===== config.mk =====
export PLATFORM = sky130hd
export DESIGN_NAME = sna_flit_depacketizer
export DESIGN_NICKNAME = d
export VERILOG_FILES = /design/src/rtl/sna_pkg.sv /design/src/rtl/sna_flit_depacketizer.sv
export SDC_FILE = /design/constraint.sdc
export NUM_CORES = 1
export LEC_CHECK = 0
export ABC_AREA = 1
export ABC_CLOCK_PERIOD_IN_PS = 3100
export CAP_MARGIN = 20
export CORE_UTILIZATION = 50
export DETAILED_ROUTE_END_ITERATION = 6
export GPL_TIMING_DRIVEN = 0
export PLACE_DENSITY = 0.86
export SETUP_SLACK_MARGIN = 0.2
export SYNTH_ARGS = -nofsm -noshare
export SYNTH_HDL_FRONTEND = slang
export SYNTH_SLANG_ARGS = --single-unit

===== constraint.sdc =====
create_clock -name clk -period 3.1 [get_ports clk]
set_input_delay 0.31 -clock clk [delete_from_list [all_inputs] [get_ports clk]]
set_output_delay 0.31 -clock clk [all_outputs]
set_load 0.05 [all_outputs]

===== src/rtl/sna_pkg.sv =====
// Shared flit-type encodings and depacketizer FSM states.
package sna_pkg;

  typedef enum logic [1:0] {
    FT_ADDR = 2'b00,
    FT_DATA = 2'b01,
    FT_HEAD = 2'b10,
    FT_RSVD = 2'b11
  } flit_type_e;

  typedef enum logic [1:0] {
    ST_IDLE     = 2'b00,
    ST_EXP_ADDR = 2'b01,
    ST_EXP_DATA = 2'b10,
    ST_HOLD     = 2'b11
  } dp_state_e;

  localparam logic [7:0] ERR_CNT_MAX = 8'hFF;

endpackage


===== src/rtl/sna_flit_depacketizer.sv =====
// Reassembles HEAD/ADDR[/DATA] NoC flits into a single read or write request
// and holds it until the downstream master takes it. Malformed sequences are
// dropped and reported through proto_err / err_count.
module sna_flit_depacketizer
  import sna_pkg::*;
#(
  parameter int DATA_W  = 32,
  parameter int POV_W   = 4,
  parameter int POV_LSB = 24,
  parameter int FLIT_W  = DATA_W + 5
) (
  input  logic              clk,
  input  logic              rst_n,
  input  logic [FLIT_W-1:0] flit_in_data,
  input  logic              flit_in_valid,
  output logic              flit_in_ready,
  output logic              req_valid,
  input  logic              req_ready,
  output logic              req_read,
  output logic [DATA_W-1:0] req_addr,
  output logic [DATA_W-1:0] req_data,
  output logic [POV_W-1:0]  req_src,
  output logic              proto_err,
  output logic [7:0]        err_count
);

  dp_state_e         state_q, state_d;
  logic              read_q, read_d;
  logic [DATA_W-1:0] addr_q, addr_d;
  logic [DATA_W-1:0] data_q, data_d;
  logic [POV_W-1:0]  src_q, src_d;
  logic              err_q, err_d;
  logic [7:0]        cnt_q, cnt_d;

  logic              accept;
  logic              bad;
  flit_type_e        ftype;
  logic [DATA_W-1:0] payload;
  logic              head_read;
  logic [POV_W-1:0]  head_src;
  logic              unused_flit;

  assign ftype     = flit_type_e'(flit_in_data[FLIT_W-1:FLIT_W-2]);
  assign payload   = flit_in_data[DATA_W-1:0];
  assign head_read = flit_in_data[0];
  assign head_src  = flit_in_data[POV_LSB+POV_W-1:POV_LSB];
  // Only some flit bits carry meaning depending on the flit type.
  assign unused_flit = ^flit_in_data;

  assign flit_in_ready = (state_q != ST_HOLD);
  assign accept        = flit_in_valid && flit_in_ready;

  assign req_valid = (state_q == ST_HOLD);
  assign req_read  = read_q;
  assign req_addr  = addr_q;
  assign req_data  = data_q;
  assign req_src   = src_q;
  assign proto_err = err_q;
  assign err_count = cnt_q;

  // Next-state decode: flit sequencing, field capture and violation detection.
  always_comb begin
    state_d = state_q;
    read_d  = read_q;
    addr_d  = addr_q;
    data_d  = data_q;
    src_d   = src_q;
    cnt_d   = cnt_q;
    bad     = 1'b0;

    unique case (state_q)
      ST_IDLE: begin
        if (accept) begin
          if (ftype == FT_HEAD) begin
            read_d  = head_read;
            src_d   = head_src;
            data_d  = '0;
            state_d = ST_EXP_ADDR;
          end else begin
            bad = 1'b1;
          end
        end
      end
      ST_EXP_ADDR, ST_EXP_DATA: begin
        if (accept) begin
          if (ftype == FT_HEAD) begin
            // A fresh head restarts assembly; the partial packet is lost.
            read_d  = head_read;
            src_d   = head_src;
            data_d  = '0;
            state_d = ST_EXP_ADDR;
            bad     = 1'b1;
          end else if (state_q == ST_EXP_ADDR && ftype == FT_ADDR) begin
            addr_d  = payload;
            state_d = read_q ? ST_HOLD : ST_EXP_DATA;
          end else if (state_q == ST_EXP_DATA && ftype == FT_DATA) begin
            data_d  = payload;
            state_d = ST_HOLD;
          end else begin
            state_d = ST_IDLE;
            bad     = 1'b1;
          end
        end
      end
      ST_HOLD: begin
        if (req_ready) state_d = ST_IDLE;
      end
      default: state_d = ST_IDLE;
    endcase

    err_d = bad;
    if (bad && cnt_q != ERR_CNT_MAX) cnt_d = cnt_q + 8'd1;
  end

  // FSM and all output registers.
  always_ff @(posedge clk or negedge rst_n) begin
    if (!rst_n) begin
      state_q <= ST_IDLE;
      read_q  <= 1'b0;
      addr_q  <= '0;
      data_q  <= '0;
      src_q   <= '0;
      err_q   <= 1'b0;
      cnt_q   <= '0;
    end else begin
      state_q <= state_d;
      read_q  <= read_d;
      addr_q  <= addr_d;
      data_q  <= data_d;
      src_q   <= src_d;
      err_q   <= err_d;
      cnt_q   <= cnt_d;
    end
  end

endmodule


==> results of run 1 <==
[synthesized netlist by cell type (3+ instances only)]
| cell type | instances | area [um^2] |
|---|---|---|
| buf_2 | 4 | 20.0 |
| nand3_1 | 46 | 230 |
| buf_6 | 10 | 113 |
| buf_4 | 5 | 37.5 |
| ha_1 | 5 | 62.6 |
| o21ai_0 | 14 | 70.1 |
| inv_1 | 40 | 150 |
| dfrtp_1 | 80 | 2000 |
| nor2_2 | 4 | 25.0 |
| nor2_1 | 66 | 248 |
| nand2_1 | 124 | 465 |
| nand2_2 | 3 | 18.8 |
| a21oi_2 | 28 | 245 |
[timing repair]
action | in CTS | in global routing
setup buffers | 0 | 0
hold endpoints to repair | 7 | 0
endpoints found under the setup margin | 0 | 0
hold buffers | 1 | 0
[metal layers]
| metal | global-route usage, % | vias to the layer above | wire (um) | part of all wire [%] |
|---|---|---|---|---|
| li1 | - | 1636 | - | - |
| met1 | 31.4 | 1605 | 3900 | 42 |
| met2 | 42.9 | 112 | 4620 | 50 |
| met3 | 4.43 | 11 | 564 | 6.1 |
| met4 | 8.80 | 0 | 120 | 1.3 |
| met5 | 0 | - | 0 | 0 |
[sequential cells by signal, indices dropped and copies added, names as in the netlist]
| signal | flops |
|---|---|
| req_addr | 32 |
| req_data | 32 |
| err_count | 8 |
| req_src | 4 |
| state_q | 2 |
| proto_err | 1 |
| req_read | 1 |
[final cells by class]
| class | count | share of cell area (%) |
|---|---|---|
| clock buffer | 10 | 2.56 |
| clock inverter | 6 | 2.14 |
| timing repair buffer | 119 | 22.5 |
| multi-input combinational | 300 | 27.1 |
| tap | 99 | 2.31 |
| inverter | 42 | 2.94 |
| sequential | 80 | 37.3 |
| buffer | 19 | 3.17 |
[worst max-delay path: cells and delay by family, from the launching register on]
kind | cells | cell delay (ns)
buf+inv | 2 | 0.90
fa+ha+maj | 1 | 0.25
flops | 1 | 0.43
[worst max path at each step]
stage / from / endpoint / cells past startpoint
2_1_floorplan: state_q[0] / state_q[0] / 6
3_3_place_gp: rst_n / req_src[3] / 1
3_5_place_dp: flit_in_data[35] / req_addr[20] / 7
4_1_cts: state_q[0] / flit_in_ready / 3
5_1_grt: state_q[0] / flit_in_ready / 3
6_report: state_q[0] / flit_in_ready / 3
[cells by family (layout without fill, tap and decap cells)]
group | Yosys count | count (layout) | share of synthesized area [%]
and+or+nand+nor | 249 | 249 | 27.6
DFF | 80 | 80 | 52.9
buffers and inverters | 61 | 196 | 8.66
AOI/OAI and AO/OA | 43 | 43 | 8.53
adders and majority gates | 5 | 5 | 1.65
xor gates and xnor gates | 3 | 3 | 0.694
[per-stage QoR]
stage               worst slack, ns  total power [mW]  instance area, um^2  utilization [%]
floorplan                      1.16              4.11                 3790                -
global placement              -1.03              5.16                 5080             69.7
detailed placement             1.17              5.26                 5110             70.0
CTS                           0.839              6.21                 5370             73.6
global route                  0.780              6.53                 5370             73.6
finish                        0.856              6.17                 5370             73.6
[power breakdown]
group	leakage, nW	switching, mW	internal, mW	total, mW
sequential	1.01	0.234	1.43	1.66
clock	0.128	0.383	0.563	0.946
combinational	1.49	2.39	1.16	3.56
==> flow_metrics.py, run 1 <==
metrics = {
    "setup_path": {
        "crit_path_start_kind": "register",
        "arrival_ns": 1.93,
        "reg2reg_slack_ns": 1.23,
        "crit_chain": "ha_1 > inv_1 > clkdlybuf4s50_1",
        "crit_fanout": 4,
        "worstSetupEndpointType": "output port",
        "r2r_start": "state_q[0]",
        "slowest_stage": "clkdlybuf4s50_1",
        "reg2reg_depth": 10,
        "slowest_delay_ns": 0.80,
        "r2r-end": "req_data[27]",
        "path_class": "register to output port",
        "required_ns": 2.79,
    },
    "clocking": {
        "cts.htree.levels": 3,
        "path_clk_slew_ns": 0.08,
        "postCtsResizedCells": 0,
        "cts_tree": "built",
        "clkLatencyLatePin_ns": 0.35,
        "cts.path.max_buffers": 2,
        "numClockSinks": 80,
        "ctsRootBufferMaster": "clkbuf_8",
        "cts-buffers-inserted": 9,
    },
    "final_layout": {
        "fin_cells": 675,
        "multi_input_area_um2": 1460,
        "fillers": 561,
        "area_growth_pct": 41.8,
        "regArea_um2": 2000,
        "layout.nets": 617,
        "drive_above_1_share_pct": 13.5,
        "mostFrequentLayoutCells": "nand2_1 (124), clkdlybuf4s50_1 (116), dfrtp_1 (80)",
        "final_common_cell": "nand2_1",
        "diodes": 0,
    },
    "yosys": {
        "synthFlopType": "dfrtp_1",
        "netlist_area_um2": 3790,
        "ys_async_sr_fraction_pct": 100,
        "ys_seq_area_share_pct": 52.9,
        "avgSynthCellArea_um2": 8.59,
        "synth_edf_count": 0,
        "syn_nets": 487,
        "synth_cells": 441,
        "ys_ff_latch": 80,
        "ys_warn_count": 0,
        "synth.distinct_cells": 22,
    },
    "route": {
        "drc": 0,
        "routed_wl_mm": 9.20,
        "avgRoutedWirePerCell_um": 13.6,
        "first_pass_iters": 4,
        "via_per_inst": 4.98,
        "drt_iter0_markers": 128,
        "antenna_left": 0,
        "vias": 3364,
    },
    "power_and_ir_drop": {
        "leakage_nw": 2.63,
        "p_per_area_nw_per_um2": 1150,
        "irDropWorstVdd_v": 0.000611,
    },
    "floorplan": {
        "dieHeight_um": 89.0,
        "die_w_um": 89.0,
        "io_pins": 121,
        "core_area_um2": 7290,
        "initial_core_util_pct": 51.9,
        "rows": 31,
        "dieArea_um2": 7920,
    },
    "sta": {
        "worst_hold_slack_ns": 0.321,
        "max_slew_margin_pct": 62.9,
        "drv_slew": 0,
        "fin_crit_sh_pct": 72.4,
        "hold_viol": 0,
        "rsz0062_at_grt": "no",
        "fin_crit_ns": 2.24,
        "max_freq_mhz": 446,
        "fin_worst_skew_ns": 0.00745,
        "worst_pin_slew_ns": 0.555,
        "final-setup-viol-count": 0,
        "fin_setup_tns_ns": 0,
    },
    "place": {
        "place_inst": 658,
        "dpl.hpwl_mm": 6.91,
        "port_buffers": 117,
        "gp_congestion": 0.834,
    },
    "run_status": {
        "status": "completed",
    },
    "global_routing": {
        "overflow": 0,
        "grt_antenna_before_repair": 0,
        "grt_pass1_wl_mm": 14.9,
        "grt_pass1_vias": 3264,
        "grt_start_max_net_pins": 74,
        "track_usage_pct": 24.8,
    },
    "hold_path": {
        "hp-class": "primary input to asynchronous set/reset pin",
    },
    "run": {
        "max_cap_violations": 0,
    },
}
(Power assumes the default switching activity.)
==> run 2, diff against run 1 <==
--- a/config.mk
+++ b/config.mk
@@ -6,12 +6,12 @@
 export NUM_CORES = 1
 export LEC_CHECK = 0
 export ABC_AREA = 1
-export ABC_CLOCK_PERIOD_IN_PS = 3100
+export ABC_CLOCK_PERIOD_IN_PS = 1900
 export CAP_MARGIN = 20
-export CORE_UTILIZATION = 50
+export CORE_UTILIZATION = 42
 export DETAILED_ROUTE_END_ITERATION = 6
 export GPL_TIMING_DRIVEN = 0
-export PLACE_DENSITY = 0.86
+export PLACE_DENSITY = 0.77
 export SETUP_SLACK_MARGIN = 0.2
 export SYNTH_ARGS = -nofsm -noshare
 export SYNTH_HDL_FRONTEND = slang
==> constraint.sdc (replaced) <==
create_clock -name clk -period 1.9 [get_ports clk]
set_input_delay 0.19 -clock clk [delete_from_list [all_inputs] [get_ports clk]]
set_output_delay 0.19 -clock clk [all_outputs]
set_load 0.05 [all_outputs]
==> flow_metrics.py, run 2 (same netlist as run 1, synthesis figures left out) <==
metrics = {
    "run_status": {
        "status": "completed",
    },
    "setup_path": {
        "required_ns": 2.14,
        "crit_path_start_kind": "register",
        "worstSetupEndpointType": "register",
        "crit_chain": "ha_2 > nor2_4 > nand2_2 > nor2_4 > nand2_8 > buf_8 > nand2_1 > nand2_1",
        "slowest_stage": "dfrtp_2",
        "crit_fanout": 6,
        "slowest_delay_ns": 0.45,
        "cp.buffers_inverters": 1,
        "path_class": "register to register",
        "critical_path.top_delay_family": "simple AND/OR/NAND/NOR gates",
        "arrival_ns": 1.91,
    },
    "clocking": {
        "cts_tree": "built",
        "cts.path.max_buffers": 2,
        "cts.htree.levels": 3,
        "cts-buffers-inserted": 9,
        "numClockSinks": 80,
        "path_clk_slew_ns": 0.08,
        "clkLatencyLatePin_ns": 0.35,
        "ctsRootBufferMaster": "clkbuf_8",
    },
    "power_and_ir_drop": {
        "irDropWorstVdd_v": 0.000663,
        "p_per_area_nw_per_um2": 1810,
        "leakage_nw": 2.89,
    },
    "final_layout": {
        "multi_input_area_um2": 1540,
        "final_common_cell": "nand2_1",
        "fin_cells": 695,
        "regArea_um2": 2010,
        "layout.nets": 628,
        "area_growth_pct": 43.5,
        "final_core_util_pct": 62.3,
        "mostFrequentLayoutCells": "nand2_1 (121), dfrtp_1 (77), dlygate4sd2_1 (77)",
        "diodes": 0,
        "fillers": 775,
        "drive_above_1_share_pct": 17.9,
    },
    "global_routing": {
        "grt_antenna_before_repair": 0,
        "overflow": 0,
        "grt_pass1_vias": 3359,
        "grt_pass1_wl_mm": 16.1,
        "grt_start_max_net_pins": 63,
        "track_usage_pct": 21.5,
    },
    "sta": {
        "worst_pin_slew_ns": 0.542,
        "fin_worst_skew_ns": 0.00972,
        "rsz0062_at_grt": "yes",
        "drv_slew": 0,
        "fin_crit_sh_pct": 87.8,
        "max_freq_mhz": 599,
        "hold_viol": 0,
        "max_slew_margin_pct": 64.0,
        "fin_crit_ns": 1.67,
        "worst_hold_slack_ns": 0.272,
        "final-setup-viol-count": 0,
    },
    "route": {
        "avgRoutedWirePerCell_um": 14.1,
        "drt_iter0_markers": 81,
        "first_pass_iters": 4,
        "vias": 3378,
        "drc": 0,
        "via_per_inst": 4.86,
        "routed_wl_mm": 9.80,
        "antenna_left": 0,
    },
    "floorplan": {
        "rows": 34,
        "dieArea_um2": 9400,
        "io_pins": 121,
        "initial_core_util_pct": 43.4,
        "dieHeight_um": 96.9,
        "core_area_um2": 8720,
        "die_w_um": 96.9,
    },
    "place": {
        "gp_congestion": 0.795,
        "port_buffers": 117,
        "dpl.hpwl_mm": 6.99,
        "place_inst": 667,
    },
    "run": {
        "max_cap_violations": 0,
    },
    "hold_path": {
        "hp-class": "primary input to asynchronous set/reset pin",
    },
}
==> run 2: layout make-up <==
type	count	area share [%]
repair buffers	130	22.1
multi-input cells	300	28.3
inverters	42	2.99
plain buffers	19	3.66
well taps	108	2.49
clock buffers	11	2.60
flip-flops and latches	80	36.9
clock inverters	5	0.990
==> run 2: worst paths after layout <==
check	startpoint	end	slack, ns	cells past startpoint
max in group asynchronous	rst_n	req_addr[18]	1.04	3
min	rst_n	req_addr[9]	0.27	2
min reg2reg	req_data[25]	req_data[25]	0.47	2
max reg2reg	state_q[0]	req_data[10]	0.23	8
max	state_q[0]	req_data[10]	0.23	8
min in group clk	flit_in_data[29]	req_addr[29]	0.41	3
==> run 2: metrics by stage <==
stage                     total power [mW]  instance area, um^2  worst slack (ns)  TNS (ns)
final                                 9.86                 5430             0.232         0
after global routing                  10.4                 5430             0.133         0
after CTS                             9.48                 5260            0.0774         0
after detailed placement              8.60                 5120            0.0641         0
after global placement                8.46                 5100             -2.49   -175.76
after floorplan                       6.70                 3790             0.203         0
==> run 2: where the power goes <==
group	internal (mW)	switching, mW	total, mW
Sequential	2.33	0.369	2.70
Combinational	1.80	4.09	5.89
Clock	0.642	0.619	1.26
==> run 2: metal layers <==
metal	GRT usage, %	share of wire, %	up-vias
li1	-	-	1658
met1	27.6	44	1595
met2	35.6	48	112
met3	4.84	6.0	13
met4	7.92	1.7	0
met5	0	0	-
==> run 2: timing repair <==
| action | CTS | global route |
|---|---|---|
| pin swaps | 1 | 8 |
| resized for setup | 85 | 31 |
| buffers inserted | 0 | 10 |
| hold buffers | 1 | 0 |
| hold endpoints to repair | 18 | 0 |
| setup endpoints to repair | 149 | 74 |
| gates cloned | 0 | 1 |
